$ cat config.mk
export PLATFORM = sky130hd
export DESIGN_NAME = tx_link_sequencer
export DESIGN_NICKNAME = d
export VERILOG_FILES = /design/src/rtl/coder8b10b_pkg.sv /design/src/rtl/tx_link_sequencer_skip_timer.sv /design/src/rtl/tx_link_sequencer.sv
export SDC_FILE = /design/constraint.sdc
export NUM_CORES = 1
export LEC_CHECK = 0
export CAP_MARGIN = 20
export CORE_MARGIN = 8
export CORE_UTILIZATION = 55
export DETAILED_ROUTE_END_ITERATION = 6
export GPL_TIMING_DRIVEN = 1
export PLACE_DENSITY = 0.83
export SLEW_MARGIN = 0
export SYNTH_ARGS = -nofsm -noshare
export SYNTH_HDL_FRONTEND = slang
export SYNTH_SLANG_ARGS = --single-unit
$ cat constraint.sdc
create_clock -name clk -period 3.55 [get_ports clk]
set_input_delay 0.71 -clock clk [delete_from_list [all_inputs] [get_ports clk]]
set_output_delay 0.71 -clock clk [all_outputs]
set_load 0.02 [all_outputs]
$ cat src/rtl/coder8b10b_pkg.sv
// rtl/coder8b10b_pkg.sv - shared 8b10b K-code constants and tx sequencer state encoding
package coder8b10b_pkg;

  // Control symbols, all sent with the K flag set
  localparam logic [7:0] K28_5 = 8'hBC;  // comma / idle
  localparam logic [7:0] K27_7 = 8'hFB;  // start of frame
  localparam logic [7:0] K29_7 = 8'hFD;  // end of frame
  localparam logic [7:0] K28_0 = 8'h1C;  // clock-compensation skip
  localparam logic [7:0] K23_7 = 8'hF7;  // stall filler inside a packet

  typedef enum logic [2:0] {
    ST_INIT    = 3'd0,
    ST_IDLE    = 3'd1,
    ST_SOF     = 3'd2,
    ST_PAYLOAD = 3'd3,
    ST_EOF     = 3'd4,
    ST_SKIP    = 3'd5
  } seq_state_e;

endpackage

$ cat src/rtl/tx_link_sequencer_skip_timer.sv
// rtl/tx_link_sequencer_skip_timer.sv - free-running skip interval counter with sticky request flag
module skip_timer #(
  parameter int SKIP_INTERVAL = 1024
) (
  input  logic clk,
  input  logic reset,
  input  logic clear,
  output logic pending
);

  localparam logic [15:0] LAST = 16'(SKIP_INTERVAL - 1);

  logic [15:0] cnt_q, cnt_d;
  logic        pending_q, pending_d;
  logic        expire;

  // Count to LAST then wrap; a fresh expiry wins over a same-cycle clear so it is never lost
  always_comb begin
    expire    = (cnt_q == LAST);
    cnt_d     = expire ? 16'd0 : cnt_q + 16'd1;
    pending_d = pending_q;
    if (clear)  pending_d = 1'b0;
    if (expire) pending_d = 1'b1;
  end

  // Counter and flag registers
  always_ff @(posedge clk) begin
    if (reset) begin
      cnt_q     <= 16'd0;
      pending_q <= 1'b0;
    end else begin
      cnt_q     <= cnt_d;
      pending_q <= pending_d;
    end
  end

  assign pending = pending_q;

endmodule

$ cat src/rtl/tx_link_sequencer.sv
// rtl/tx_link_sequencer.sv - chooses the byte/K symbol fed to the 8b10b encoder each cycle
module tx_link_sequencer
  import coder8b10b_pkg::*;
#(
  parameter int COMMA_COUNT   = 16,
  parameter int SKIP_INTERVAL = 1024,
  parameter int SKIP_LEN      = 2
) (
  input  logic        clk,
  input  logic        reset,
  input  logic        enable,
  input  logic [7:0]  in_data,
  input  logic        in_valid,
  input  logic        in_last,
  output logic        in_ready,
  output logic [7:0]  enc_data,
  output logic        enc_k,
  output logic        enc_valid,
  output logic        link_up,
  output logic [15:0] pkt_count
);

  localparam logic [7:0] COMMA_LAST = 8'(COMMA_COUNT - 1);
  localparam logic [2:0] SKIP_LAST  = 3'(SKIP_LEN - 1);

  seq_state_e  state_q, state_d;
  logic [7:0]  comma_q, comma_d;
  logic [2:0]  skip_q, skip_d;
  logic        link_q, link_d;
  logic [15:0] pkt_q, pkt_d;
  logic [7:0]  enc_data_q, sym_data;
  logic        enc_k_q, sym_k;
  logic        enc_valid_q;
  logic        skip_pending, skip_clear;

  skip_timer #(.SKIP_INTERVAL(SKIP_INTERVAL)) u_skip_timer (
    .clk     (clk),
    .reset   (reset),
    .clear   (skip_clear),
    .pending (skip_pending)
  );

  // Next state and the symbol owed for the current state
  always_comb begin
    state_d    = state_q;
    comma_d    = comma_q;
    skip_d     = skip_q;
    link_d     = link_q;
    pkt_d      = pkt_q;
    sym_data   = K28_5;
    sym_k      = 1'b1;
    skip_clear = 1'b0;
    case (state_q)
      ST_INIT: begin
        comma_d = comma_q + 8'd1;
        if (comma_q == COMMA_LAST) begin
          link_d  = 1'b1;
          state_d = ST_IDLE;
        end
      end
      ST_IDLE: begin
        skip_d = 3'd0;
        if (skip_pending)             state_d = ST_SKIP;
        else if (enable && in_valid)  state_d = ST_SOF;
      end
      ST_SOF: begin
        sym_data = K27_7;
        state_d  = ST_PAYLOAD;
      end
      ST_PAYLOAD: begin
        if (in_valid) begin
          sym_data = in_data;
          sym_k    = 1'b0;
          if (in_last) state_d = ST_EOF;
        end else begin
          sym_data = K23_7;
        end
      end
      ST_EOF: begin
        sym_data = K29_7;
        pkt_d    = pkt_q + 16'd1;
        skip_d   = 3'd0;
        state_d  = skip_pending ? ST_SKIP : ST_IDLE;
      end
      ST_SKIP: begin
        sym_data = K28_0;
        skip_d   = skip_q + 3'd1;
        if (skip_q == SKIP_LAST) begin
          skip_clear = 1'b1;
          state_d    = ST_IDLE;
        end
      end
      default: state_d = ST_INIT;
    endcase
  end

  // State, counters and the registered encoder-facing symbol
  always_ff @(posedge clk) begin
    if (reset) begin
      state_q     <= ST_INIT;
      comma_q     <= 8'd0;
      skip_q      <= 3'd0;
      link_q      <= 1'b0;
      pkt_q       <= 16'd0;
      enc_data_q  <= K28_5;
      enc_k_q     <= 1'b1;
      enc_valid_q <= 1'b0;
    end else begin
      state_q     <= state_d;
      comma_q     <= comma_d;
      skip_q      <= skip_d;
      link_q      <= link_d;
      pkt_q       <= pkt_d;
      enc_data_q  <= sym_data;
      enc_k_q     <= sym_k;
      enc_valid_q <= 1'b1;
    end
  end

  assign in_ready  = (state_q == ST_PAYLOAD) && !reset;
  assign enc_data  = enc_data_q;
  assign enc_k     = enc_k_q;
  assign enc_valid = enc_valid_q;
  assign link_up   = link_q;
  assign pkt_count = pkt_q;

endmodule
=== Word-level counts from Yosys, hierarchy flattened ===
Index checks and enable logic that the tools add are counted.
Widths: inputs -> output; s select.

* Register bits: 58
* Input bits: 13
* Logic and storage cells: 56

* Add/sub/neg operators: 4
* Eq/ne operators: 13
* Multiplexer cells: 17
* Bitwise gates (word level): 1
* Reductions and logical operators: 11

{| class="wikitable"
|+ Operators with widths
! kind !! count
|-
| $add 16x1->16 const B || 2
|-
| $pmux 8 s4 || 1
|-
| $mux 3 || 7
|-
| $pmux 3 s6 || 1
|-
| $eq 16x10->1 const B || 1
|-
| $add 8x1->8 const B || 1
|-
| $eq 8x4->1 const B || 1
|-
| $mux 8 || 1
|-
| $ne 2x2->1 const B || 4
|-
| $eq 3x1->1 const B || 2
|-
| $eq 3x2->1 const B || 2
|-
| $eq 3x3->1 const B || 2
|-
| $mux 1 || 6
|-
| $pmux 3 s2 || 1
|-
| $reduce_or 2->1 || 3
|-
| $reduce_and 5->1 || 1
|-
| $reduce_bool 2->1 || 2
|-
| $add 3x1->3 const B || 1
|-
| $logic_not 3->1 || 1
|-
| $ne 3x2->1 const B || 1
|-
| $logic_and 1x1->1 || 2
|-
| $reduce_and 2->1 || 1
|-
| $logic_not 1->1 || 1
|-
| $not 1->1 || 1
|}

=== Depth between registers and ports, before layout ===
* Depth after elaboration: 5
* Gate-level depth with buffers: 6
* Gate-level depth less buffers: 5

=== Cells and area by module ===
Synthesis repeated with hierarchy kept, for this count alone.

* Cell total of the unflattened synthesis: 287
* Area, all modules: 2595.0 um^2

{| class="wikitable"
|+ By module, submodules not included
! module !! instances !! cells an instance !! area each (um^2)
|-
| tx_link_sequencer || 1 || 203 || 1856.8
|-
| skip_timer || 1 || 84 || 738.2
|}

=== Worst setup path before layout ===
No wires, ideal clock.

* Kind: input to output
* Start point: in reset
* End point: out in_ready
* Arrival time: 1.305 ns
* Required time: 2.840 ns
* Setup slack: 1.535 ns
* Stages: 3
* Path buffers: 1
* Cells stage by stage: clkbuf_1 -> nor2b_1 -> and2_1

* Cells in the longest elaborated chain, start to end: 2

{| class="wikitable"
|+ RTL lines
! element !! RTL line !! RTL
|-
| from (decl) || tx_link_sequencer.sv:10 || <nowiki>input logic reset,</nowiki>
|-
| $logic_not 1->1 || tx_link_sequencer.sv:120 || <nowiki>assign in_ready = (state_q == ST_PAYLOAD) && !reset;</nowiki>
|-
| $logic_and 1x1->1 || tx_link_sequencer.sv:120 ||
|-
| to (decl) || tx_link_sequencer.sv:15 || <nowiki>output logic in_ready,</nowiki>
|}

Every way passes these cells.

=== Worst setup path in the final report ===
Ends and elaborated chain as after synthesis.

==> metrics list <==
* Run status: completed
- Leakage power figure: 1.09 nW
* Setup slack after layout: 740 ps
- Between clock sinks in the finished design, the worst skew comes to 4.38 ps.
- Worst vdd rail ir drop: 0.255 mV
- Final Hold Viols: 0
* Initial antenna violation count: 0
* Number of sinks on the clock net: 58
- Post-CTS timing repair inserted 0 buffers for setup.
* Sequential element share of the synthesized area: 46.2%
- Dividing the detail-routed wire length by the instance count gives 14.2 um.
- TritonCTS built the clock tree.
- In this run, synthesis produced a sequential element count of 58.
- Number of max-capacitance violations reported: 0
- Reg-to-reg slack, setup: 1220 ps
* Critical register-to-register path endpoint: pkt_count[13]
- In this run, post-CTS hold repair placed 0 buffers.
- Aggregate global routing overflow: 0
- Walking the worst path, the cells encountered are clkdlybuf4s50_1 -> nor2b_1 -> and2_1 -> clkdlybuf4s50_1.
- Via density per instance: 5.61
- Type of the worst setup path: primary input to output pin
- Measured along the y axis, the die boundary spans 83.6 um.
- STA classifies the critical path endpoint as an output pin.
- Via Count: 2138
- In this run the worst path has a maximum fanout of 3.
- The largest single stage delay on the critical path is 610 ps.
* Number of top-level design ports: 41
- Data on the critical path arrives at its endpoint at 2100 ps.
- The largest individual stage delay along the critical path comes from the cell clkdlybuf4s50_1.
- At the pin with the least slew margin, the transition time is 771 ps.
- Class of the worst hold path: flop to flop
* Final WL: 5400 um
* Total Power Consumption: 1.31 mW
- Type of element launching the critical path: primary input
- Clock latency on the worst-skew pair, taken at its later pin, is 320 ps.
- Syn Nets: 308
- The worst path needs 2810 ps of the cycle, external delays included.
- Clock buffers created by TritonCTS: 9
- Maximum clock frequency: 0.356 GHz
* Last weighted congestion value of the routability-driven placer: 0.800
- Post-Place Cell Area: 0.00292 mm2
* Total of warnings raised by yosys: 0
- Number of iterations in the first detailed-routing pass: 4
- Count of mapped cells out of synthesis: 290
- Minimum setup slack after placement: 731 ps
* Fin Setup TNS: 0 ps
- Global-route wire length before repair: 9200 um
* DR iter-0 viols: 222
- Die X: 83.6 um
- After detailed routing, the number of remaining DRC violations is 0.
* Worst setup path endpoint: in_ready
- The mapped netlist covers 0.00251 mm2.
* Most common cell type on the critical path: clkdlybuf4s50_1
* Post-synth top flop: dfxtp_1
* Timing startpoint of the critical path: reset
- Global routing usage summed across all routing layers: 15.6%
- Summed area of non-filler cells in the final layout: 0.00307 mm2
- Mean area per synthesized cell: 8.67 um2
- Number of global-route vias before repair: 1994
- The floorplan step defined a die boundary enclosing 0.00699 mm2.
- H-tree depth: 3
- Clock-pin slew was measured on the worst setup and hold paths at 60 ps.
* Count of cell types in the netlist: 43
- In this run the remaining antenna-violating nets after routing total 0.
* DPL Wire Length: 3710 um
- Once the clock tree was built, the resizer swapped 0 gates to a different size.
* Initial Utilization: 57.4%
- Worst max-slew margin expressed relative to the limit: 48.2%
* Maximum number of pins on one net before global-route repair: 37
- Of all flip-flops after synthesis, the portion carrying an async set or reset was 0%.
- Total Nets Final: 344
* Area overhead of the layout relative to synthesis: 22.1%
* Fin crit share: 79.2%
- After floorplanning, the core was divided into 24 placement rows.
- Root buffer selected by CTS: clkbuf_8
- Input and output buffers added on the ports amount to 40.
- Logic depth of the worst register-to-register path: 4
* Worst R2R Start: state_q[2]
* Share of layout cells above drive strength 1: 4.56%
* Number of setup violations in the final report: 0
- CORE AREA: 0.00438 mm2
* Number of enable-type register cells in the synthesized netlist: 0
- Maximum buffer depth of the clock tree: 2
- Setup repair after global routing left no endpoint under its margin.
- Number of diodes added for antenna fixing: 0
- The number of max-slew violations in the final report is 0.
- Power spread over the standard cell area amounts to 425 mW/mm2.
* Critical path data required time: 2840 ps
-- where the power goes --
group / total (mW) / internal (mW) / leakage [nW] / switching, mW
logic: 0.113 / 0.0552 / 0.547 / 0.0580
clock network: 0.495 / 0.266 / 0.0766 / 0.229
registers: 0.697 / 0.674 / 0.469 / 0.0236
-- synth_stat cells, types with 6 or more instances --
cell      number  area (um2)
a21oi_1       17        85.1
or4_1          6        45.0
o21ai_0        9        45.0
nor2_1        43         161
inv_1          8        30.0
nor4_1         6        37.5
xnor2_1       13         114
nand4_1       10        62.6
nand2_1       23        86.3
xor2_1        15         131
clkbuf_1      13        48.8
nand3_1        9        45.0
o31ai_1        6        45.0
and3_1         6        37.5
dfxtp_1       58        1160
-- flip-flops by register name, summed over array words and instances, names as in the netlist --
| register | count |
|---|---|
| comma_q | 8 |
| enc_data | 8 |
| enc_k | 1 |
| enc_valid | 1 |
| link_up | 1 |
| pkt_count | 16 |
| skip_q | 3 |
| state_q | 3 |
| u_skip_timer.cnt_q | 16 |
| u_skip_timer.pending | 1 |
-- layer usage --
metal	vias to the layer above	GRT usage [%]	part of all wire (%)
li1	1082	-	-
met1	990	19.2	47
met2	59	23.9	46
met3	7	4.79	5.8
met4	0	8.16	1.2
met5	-	0	0
-- cells by family (layout without fill, tap and decap cells) --
group / Yosys count / in the layout / synth area share, %
flip-flops: 58 / 58 / 46.2
AO/OA/AOI/OAI: 40 / 40 / 9.75
AND/OR/NAND/NOR: 134 / 134 / 27.5
XOR/XNOR: 28 / 28 / 9.75
multiplexers: 1 / 1 / 0.398
buffers and inverters: 24 / 63 / 3.93
adder cells (fa/ha/maj): 5 / 5 / 2.49
-- cell usage in the layout (no fill, tap or decap), drive strengths merged, types with 2 or more instances in the layout --
cell	n
dfxtp	58
nor2	43
clkdlybuf4s50	40
nand2	23
a21oi	17
xor2	15
clkbuf	14
xnor2	13
nand4	10
nand3	9
o21ai	9
inv	8
o31ai	6
or4	6
nor4	6
and3	6
or3	5
ha	5
and2	4
and4	4
nor2b	3
nor3	3
or2	3
nand2b	2
or3b	2
-- worst min path at each step --
stage,start,to,slack [ps],cells after the start
after floorplan,u_skip_timer.cnt_q[0],u_skip_timer.cnt_q[0],410,1
after global placement,u_skip_timer.cnt_q[0],u_skip_timer.cnt_q[0],420,1
after detailed placement,u_skip_timer.cnt_q[0],u_skip_timer.cnt_q[0],430,1
after CTS,u_skip_timer.cnt_q[0],u_skip_timer.cnt_q[0],450,1
after global routing,u_skip_timer.cnt_q[0],u_skip_timer.cnt_q[0],460,1
final,u_skip_timer.cnt_q[0],u_skip_timer.cnt_q[0],450,1
-- area by class of cell --
type                            count  area [um2]
Inverter                            8        30.0
Multi-Input combinational cell    208        1250
Timing Repair Buffer               41         408
Clock buffer                       14         153
Fill cell                         346        1310
Tap cell                           52        65.1
Sequential cell                    58        1160
-- per-stage QoR --
step,hold slack [ps],cells,utilization (%)
floorplan,413,290,-
global placement,424,367,66.6
CTS,452,381,70.1
finish,448,381,70.1
detailed placement,434,367,66.6
global route,458,381,70.1
-- worst max-delay path, delay by kind of cell --
family	cells	cell delay, ps
buffers and inverters	2	1040
AND/OR/NAND/NOR	2	340
Power figures use the tool's default switching activity.
